$ cat config.mk
export PLATFORM = sky130hd
export DESIGN_NAME = mult_arbiter
export DESIGN_NICKNAME = d
export VERILOG_FILES = /design/src/rtl/multipler_pkg.sv /design/src/rtl/mult_arbiter_rr_picker.sv /design/src/rtl/mult_arbiter.sv
export SDC_FILE = /design/constraint.sdc
export NUM_CORES = 1
export LEC_CHECK = 0
export ABC_CLOCK_PERIOD_IN_PS = 5900
export CAP_MARGIN = 20
export CORE_MARGIN = 2
export CORE_UTILIZATION = 47
export DETAILED_ROUTE_END_ITERATION = 16
export DONT_BUFFER_PORTS = 1
export PLACE_DENSITY = 0.71
export SLEW_MARGIN = 5
export SYNTH_ARGS = -nofsm -noshare
export SYNTH_HDL_FRONTEND = slang
export SYNTH_SLANG_ARGS = --single-unit
$ cat constraint.sdc
create_clock -name clk_i -period 5.9 [get_ports clk_i]
set_input_delay 0 -clock clk_i [delete_from_list [all_inputs] [get_ports clk_i]]
set_output_delay 0 -clock clk_i [all_outputs]
set_load 0.05 [all_outputs]
$ cat src/rtl/multipler_pkg.sv
// Shared types and defaults for the multiplier and the arbiter that fronts it.
package multipler_pkg;

  localparam int unsigned DATA_LENGTH = 8;
  localparam int unsigned ARB_NUM_REQ = 4;
  localparam int unsigned ARB_TIMEOUT = 256;

  typedef enum logic [1:0] {
    IDLE,
    ISSUE,
    WAIT,
    RESP
  } arb_state_e;

  typedef struct packed {
    logic                       err;
    logic [2*DATA_LENGTH-1:0]   data;
  } arb_resp_t;

endpackage

$ cat src/rtl/mult_arbiter_rr_picker.sv
// Combinational round-robin priority encoder: first set bit at or above ptr, with wrap-around.
module rr_picker #(
  parameter  int unsigned N  = 4,
  localparam int unsigned IW = (N > 1) ? $clog2(N) : 1
) (
  input  logic [N-1:0]  req,
  input  logic [IW-1:0] ptr,
  output logic [N-1:0]  grant,
  output logic [IW-1:0] grant_idx,
  output logic          any
);

  always_comb begin : pick
    logic [IW-1:0] idx;
    grant     = '0;
    grant_idx = '0;
    any       = 1'b0;
    idx       = '0;
    for (int unsigned off = 0; off < N; off++) begin
      idx = IW'((32'(ptr) + off) % N);
      if (!any && req[idx]) begin
        any        = 1'b1;
        grant[idx] = 1'b1;
        grant_idx  = idx;
      end
    end
  end

endmodule

$ cat src/rtl/mult_arbiter.sv
// Round-robin front end sharing one multiplier among NUM_REQ clients, with a WAIT watchdog.
module mult_arbiter
  import multipler_pkg::*;
#(
  parameter  int unsigned NUM_REQ        = ARB_NUM_REQ,
  parameter  int unsigned TIMEOUT_CYCLES = ARB_TIMEOUT,
  localparam int unsigned ID_W           = $clog2(NUM_REQ)
) (
  input  logic                           clk_i,
  input  logic                           rst_i,
  input  logic [NUM_REQ-1:0]             req_valid_i,
  output logic [NUM_REQ-1:0]             req_ready_o,
  input  logic [NUM_REQ*DATA_LENGTH-1:0] req_a_i,
  input  logic [NUM_REQ*DATA_LENGTH-1:0] req_b_i,
  output logic                           resp_valid_o,
  input  logic                           resp_ready_i,
  output logic [ID_W-1:0]                resp_id_o,
  output logic [2*DATA_LENGTH-1:0]       resp_data_o,
  output logic                           resp_err_o,
  output logic                           mul_start_o,
  input  logic                           mul_busy_i,
  input  logic                           mul_finish_i,
  output logic [DATA_LENGTH-1:0]         mul_a_o,
  output logic [DATA_LENGTH-1:0]         mul_b_o,
  input  logic [2*DATA_LENGTH-1:0]       mul_r_i
);

  localparam int unsigned CNT_W = (TIMEOUT_CYCLES > 1) ? $clog2(TIMEOUT_CYCLES) : 1;

  arb_state_e             state_q, state_d;
  logic [ID_W-1:0]        ptr_q, ptr_d;
  logic [CNT_W-1:0]       wd_q, wd_d;
  logic [ID_W-1:0]        id_d;
  logic [DATA_LENGTH-1:0] a_d, b_d;
  arb_resp_t              resp_q, resp_d;
  logic                   start_d;
  logic                   valid_d;

  logic [NUM_REQ-1:0]     pick_req;
  logic [NUM_REQ-1:0]     grant;
  logic [ID_W-1:0]        grant_idx;
  logic                   grant_any;
  logic                   hs;

  // A busy multiplier blocks all grants.
  assign pick_req = mul_busy_i ? '0 : req_valid_i;

  rr_picker #(
    .N (NUM_REQ)
  ) u_picker (
    .req       (pick_req),
    .ptr       (ptr_q),
    .grant     (grant),
    .grant_idx (grant_idx),
    .any       (grant_any)
  );

  assign req_ready_o = (state_q == IDLE) ? grant : '0;
  assign hs          = grant_any && (state_q == IDLE);
  assign resp_data_o = resp_q.data;
  assign resp_err_o  = resp_q.err;

  // Next-state and next-value logic for every registered output.
  always_comb begin
    state_d = state_q;
    ptr_d   = ptr_q;
    wd_d    = wd_q;
    id_d    = resp_id_o;
    a_d     = mul_a_o;
    b_d     = mul_b_o;
    resp_d  = resp_q;
    start_d = 1'b0;
    valid_d = 1'b0;
    case (state_q)
      IDLE: begin
        if (hs) begin
          for (int unsigned i = 0; i < NUM_REQ; i++) begin
            if (grant[i]) begin
              a_d = req_a_i[i*DATA_LENGTH +: DATA_LENGTH];
              b_d = req_b_i[i*DATA_LENGTH +: DATA_LENGTH];
            end
          end
          id_d    = grant_idx;
          ptr_d   = (grant_idx == ID_W'(NUM_REQ - 1)) ? '0 : grant_idx + ID_W'(1);
          start_d = 1'b1;
          state_d = ISSUE;
        end
      end
      ISSUE: begin
        wd_d    = '0;
        state_d = WAIT;
      end
      WAIT: begin
        if (mul_finish_i) begin
          resp_d.err  = 1'b0;
          resp_d.data = mul_r_i;
          valid_d     = 1'b1;
          state_d     = RESP;
        end else if (wd_q == CNT_W'(TIMEOUT_CYCLES - 1)) begin
          resp_d.err  = 1'b1;
          resp_d.data = '0;
          valid_d     = 1'b1;
          state_d     = RESP;
        end else begin
          wd_d = wd_q + CNT_W'(1);
        end
      end
      RESP: begin
        valid_d = !resp_ready_i;
        if (resp_ready_i) begin
          state_d = IDLE;
        end
      end
      default: state_d = IDLE;
    endcase
  end

  always_ff @(posedge clk_i) begin
    if (rst_i) begin
      state_q      <= IDLE;
      ptr_q        <= '0;
      wd_q         <= '0;
      resp_id_o    <= '0;
      mul_a_o      <= '0;
      mul_b_o      <= '0;
      resp_q       <= '0;
      mul_start_o  <= 1'b0;
      resp_valid_o <= 1'b0;
    end else begin
      state_q      <= state_d;
      ptr_q        <= ptr_d;
      wd_q         <= wd_d;
      resp_id_o    <= id_d;
      mul_a_o      <= a_d;
      mul_b_o      <= b_d;
      resp_q       <= resp_d;
      mul_start_o  <= start_d;
      resp_valid_o <= valid_d;
    end
  end

endmodule
* Yosys cells after proc, flatten, opt, wreduce, memory -nomap -nowiden
Cells that the tools add are included.
** Operators by class
- Equal/unequal tests :: 10
- Muxes and demuxes :: 53
- Bitwise logic cells :: 4
- Add/subtract/negate cells :: 5
- $lt $le $gt $ge :: 8
- Reductions and logical operators :: 22
** Operators by type and width (count)
- 8-bit two-way mux :: 10
- 17-bit two-way mux :: 2
- 4-bit two-way mux :: 6
- 2-bit two-way mux :: 9
- 8-bit case mux with 2 select lines :: 1
- 1-bit two-way mux :: 15
- 2-bit by 3-bit less-than comparator with 1-bit output, second input constant :: 4
- 4-bit bitwise OR :: 3
- 3-bit AND reduction :: 3
- 8-bit by 1-bit adder with 8-bit output, second input constant :: 1
- 1-bit binary-select mux with 2-bit select :: 4
- 1-bit demux with 2-bit select :: 4
- 8-bit equality test, second input constant :: 1
- 2-bit by 1-bit greater-or-equal comparator with 1-bit output, second input constant :: 4
- 1-bit logical AND :: 8
- 2-bit inequality test, second input constant :: 4
- 2-bit case mux with 4 select lines :: 1
- 2-bit equality test, second input constant :: 3
- 2-bit by 1-bit adder with 2-bit output, second input constant :: 2
- 2-bit adder, second input constant :: 2
- 1-bit logical NOT :: 4
- 2-bit AND reduction :: 2
- 2-bit nonzero test :: 2
- 4-bit nonzero test :: 1
- other kinds (6) :: 6
** Word-level totals
- Word-level logic and storage cells :: 112
- Output and inout port bits :: 41
- Bits of input ports :: 89
- Register bits after elaboration :: 49

* Depth between registers and ports, before layout
- Word-level depth :: 17
- Mapped depth :: 13
- Gate-level depth less buffers :: 9

* Hierarchy
A second synthesis with hierarchy kept.
** Second synthesis, totals
- Cells, all modules :: 319
- Area, all modules :: 2975.4 um^2
** Modules (own cells, without submodules)
- mult_arbiter :: cells an instance 274, times used 1, area each 2553.7 um^2, sequential area each 980.9 um^2
- rr_picker :: cells an instance 45, times used 1, area each 421.7 um^2, sequential area each 0.0 um^2

* Worst setup path after synthesis
Ideal clock, no wire load.
- Kind :: register to output
- Start point :: reg ptr_q[1]
- End point :: out req_ready_o[2]
- Required time :: 5900 ps
- Buffers on the path :: 4
- Arrival :: 3430 ps
- Cell stages (with the launch flop) :: 12
- Path slack :: 2470 ps
- Path through :: dfxtp_1 -> clkbuf_1 -> inv_1 -> ha_1 -> buf_4 -> or3b_1 -> a2111oi_4 -> o21ai_1 -> and4_1 -> buf_6 -> clkbuf_1 -> nor2_1
** On the way
- Word-level cells in the longest chain between the ends :: 13
- Elaborated cells on any way between the ends :: 48
** Ends and longest elaborated chain
- from (decl) :: RTL line mult_arbiter.sv:31 : logic [ID_W-1:0] ptr_q, ptr_d;
- from (signal assigned) :: RTL line mult_arbiter.sv:131 : ptr_q <= ptr_d;
- branches (longest 11 deep; another with 2-bit by 3-bit less-than comparator with 1-bit output)
- 4-bit two-way mux (*) :: RTL line mult_arbiter_rr_picker.sv:21 : if (!any && req[idx]) begin
- 4-bit two-way mux (*) :: RTL line mult_arbiter.sv:58 : assign req_ready_o = (state_q == IDLE) ? grant : '0;
- to (decl) :: RTL line mult_arbiter.sv:12 : output logic [NUM_REQ-1:0] req_ready_o,
Mark *: on every way between the ends. The select of a mux whose other input is x is not followed.

==> metrics.csv <==
stage,metric,value,unit
run_status,status,finished clean,
timing,rsz0062_at_grt,false,
setup_path,arrival,4600,ps
min_path,holdPathStages,2,
timing,setup_tns,0,ps
die,initial_core_util,49.2,%
grt,grt_use_total,23.1,%
timing,slew_violations,0,
logic_synthesis,syn_area_per_cell,8.14,µm²
logic_synthesis,synth_area,0.00318,mm²
timing,finalHoldViolations,0,
grt,grt_pass1_wl,13.9,mm
logic_synthesis,netlist.area_leader.share,30.9,%
setup_path,critPathCaptureType,register,
placement,dp_hpwl,6.01,mm
pwr,p_leak,1.39,nW
timing,relSlewSlack,26.3,%
die,die_w,86.2,µm
flow_run,drv_cap,0,
timing,timing.fmax,227,MHz
drt,drc_errors,0,
setup_path,r2r_cells,9,
cts,clockBufferDepth,2,
logic_synthesis,synth_top_flop_cell,dfxtp_1,
cells_and_area,n_antenna_cell,0,
setup_path,worst-setup-path-type,reg2reg,
die,die_height,86.2,µm
placement,portBuffers,0,
cts,cts_tree,yes,
cells_and_area,synthToLayoutAreaGrowth,12.1,%
grt,grt_overflow_total,0,
die,die-area,0.00743,mm²
setup_path,crit_required,6090,ps
cts,cts_resized,0,
setup_path,slowest_stage,a41oi_4,
placement,gp_congestion,0.885,
setup_path,crit_buf_inv,1,
logic_synthesis,synth_top_area_cell,dfxtp_1,
cts,clk_pin_slew,110,ps
drt,vias,3019,
drt,firstDrtPassIters,5,
die,num_io_pins,130,
logic_synthesis,synth_area_leaders,"dfxtp_1 31%, nor2_1 8.7%, ha_1 5.1%, nor3_2 5.0%, o311a_1 5.0%",
logic_synthesis,yosysWarnings,0,
pwr,power.density,443,mW/mm²
setup_path,path_depth,9,
cts,htree_levels,2,
cts,root_buffer,clkbuf_8,
cells_and_area,drive_gt1_share,8.68,%
logic_synthesis,synthCells,390,
logic_synthesis,ys_types,52,
timing,holdWs,6.31,ps
grt,antenna_found_initial,0,
die,rows,29,
pwr,peakVddDrop,176,µV
cells_and_area,final_common_cell,nor2_1,
setup_path,worstSetupStartpointType,register,
setup_path,critPathTopFamily,compound AO/OA/AOI/OAI gates,
timing,max_slew.worst_pin.slew,1100,ps
drt,initialDrtViolationCount,192,
logic_synthesis,ys_seq_area_share,30.9,%
timing,layout_min_cycle_time,4410,ps
logic_synthesis,ys_ff_latch,49,
grt,grt_pass1_vias,2873,
drt,detail_route.wl_per_cell,18.3,µm
drt,totalWireLength,8.80,mm
timing,finClkSkew,11.7,ps
cells_and_area,fillers,598,
logic_synthesis,synth_edf_count,0,
timing,setup_viol_count_final,0,
timing,finalCritPeriodShare,74.7,%
cells_and_area,fin_nets,504,
cts,clkLatencyLatePin,310,ps
logic_synthesis,synth_nets,492,
logic_synthesis,async_flop_share,0,%
drt,avgViaCountPerCell,6.29,
die,core-area,0.00646,mm²
cells_and_area,final_cell_mix,"74 x nor2_1, 49 x dfxtp_1, 33 x dlygate4sd3_1, 27 x nand2_1, 22 x inv_1",
setup_path,path_max_fanout,32,
drt,ant_nets,0,
grt,grt_max_degree,48,
setup_path,crit_path_max_incr_delay,810,ps
min_path,hp-class,in2reg,
cts,cts_buffers,5,
cts,clock_sinks,49,
setup_path,crit_chain,"inv_1, ha_1, or3b_1, a2111oi_4, o21ai_2, and3_1, a41oi_4, o311a_1, nor3_2",
cells in the mapped netlist (7+ instances only):
library cell / count
dfxtp_1: 49
mux2i_1: 7
inv_1: 22
a31oi_1: 16
nor3_2: 16
a211oi_1: 17
a22oi_1: 16
nor2_1: 74
nand2_1: 27
o311a_1: 16
ha_1: 13
clkbuf_1: 14
nand3_1: 7
a21oi_1: 11
sequential cells by signal, summed over array words and instances, names as in the netlist, named ones only:
name,count
ptr_q,1
wd_q,8
resp_id_o,2
resp_data_o,16
mul_start_o,1
resp_valid_o,1
mul_b_o,8
resp_err_o,1
mul_a_o,8
state_q,2
logic make-up after synthesis:
kind of cell    synth area share [%]
simple gates                    26.4
compound gates                  26.3
fa+ha+maj                       5.12
flops                           30.9
buf+inv                         7.92
mux                             2.56
xor+xnor                       0.828
layout make-up:
class / count / area, µm² / area share, %
Clock buffer: 5 / 68.8 / 1.93
Sequential cell: 49 / 981 / 27.6
Multi-Input combinational cell: 289 / 1940 / 54.6
Clock inverter: 3 / 28.8 / 0.809
Tap cell: 77 / 96.3 / 2.71
Timing Repair Buffer: 35 / 358 / 10.1
Inverter: 22 / 82.6 / 2.32
path summary, 6_finish.rpt:
path,from,endpoint,slack (ps)
max,register,mul_a_o[5],1490
min,rst_i,resp_data_o[10],6
min reg2reg,wd_q[5],wd_q[5],510
max reg2reg,register,mul_a_o[5],1490
routing by layer:
metal	GRT usage (%)	wire (µm)	up-vias
met1	28.5	3580	1421
met5	0	0	-
met4	4.97	157	0
li1	-	-	1426
met3	6.95	764	21
met2	40.0	4300	151
metrics by stage:
step	instance area (µm²)	worst slack, ps	util [%]	instances	power (mW)
finish	3560	1490	55.1	480	1.58
global route	3560	1140	55.1	480	1.68
CTS	3560	1570	55.1	480	1.57
detailed placement	3110	1600	48.2	438	1.33
floorplan	3180	2470	-	390	1.25
global placement	3110	1750	48.2	438	1.31
timing repair:
action / in CTS / in global routing
endpoints found under the hold margin: 49 / 0
buffers inserted: 0 / 0
hold buffers: 34 / 0
report_power, final:
part           total [mW]  internal [mW]  switching, mW  leakage [nW]
Combinational       0.686          0.254          0.432         0.946
Sequential          0.676          0.399          0.276         0.398
Clock               0.216         0.0889          0.127        0.0506
Note: power is estimated with default switching activity, not from simulation.
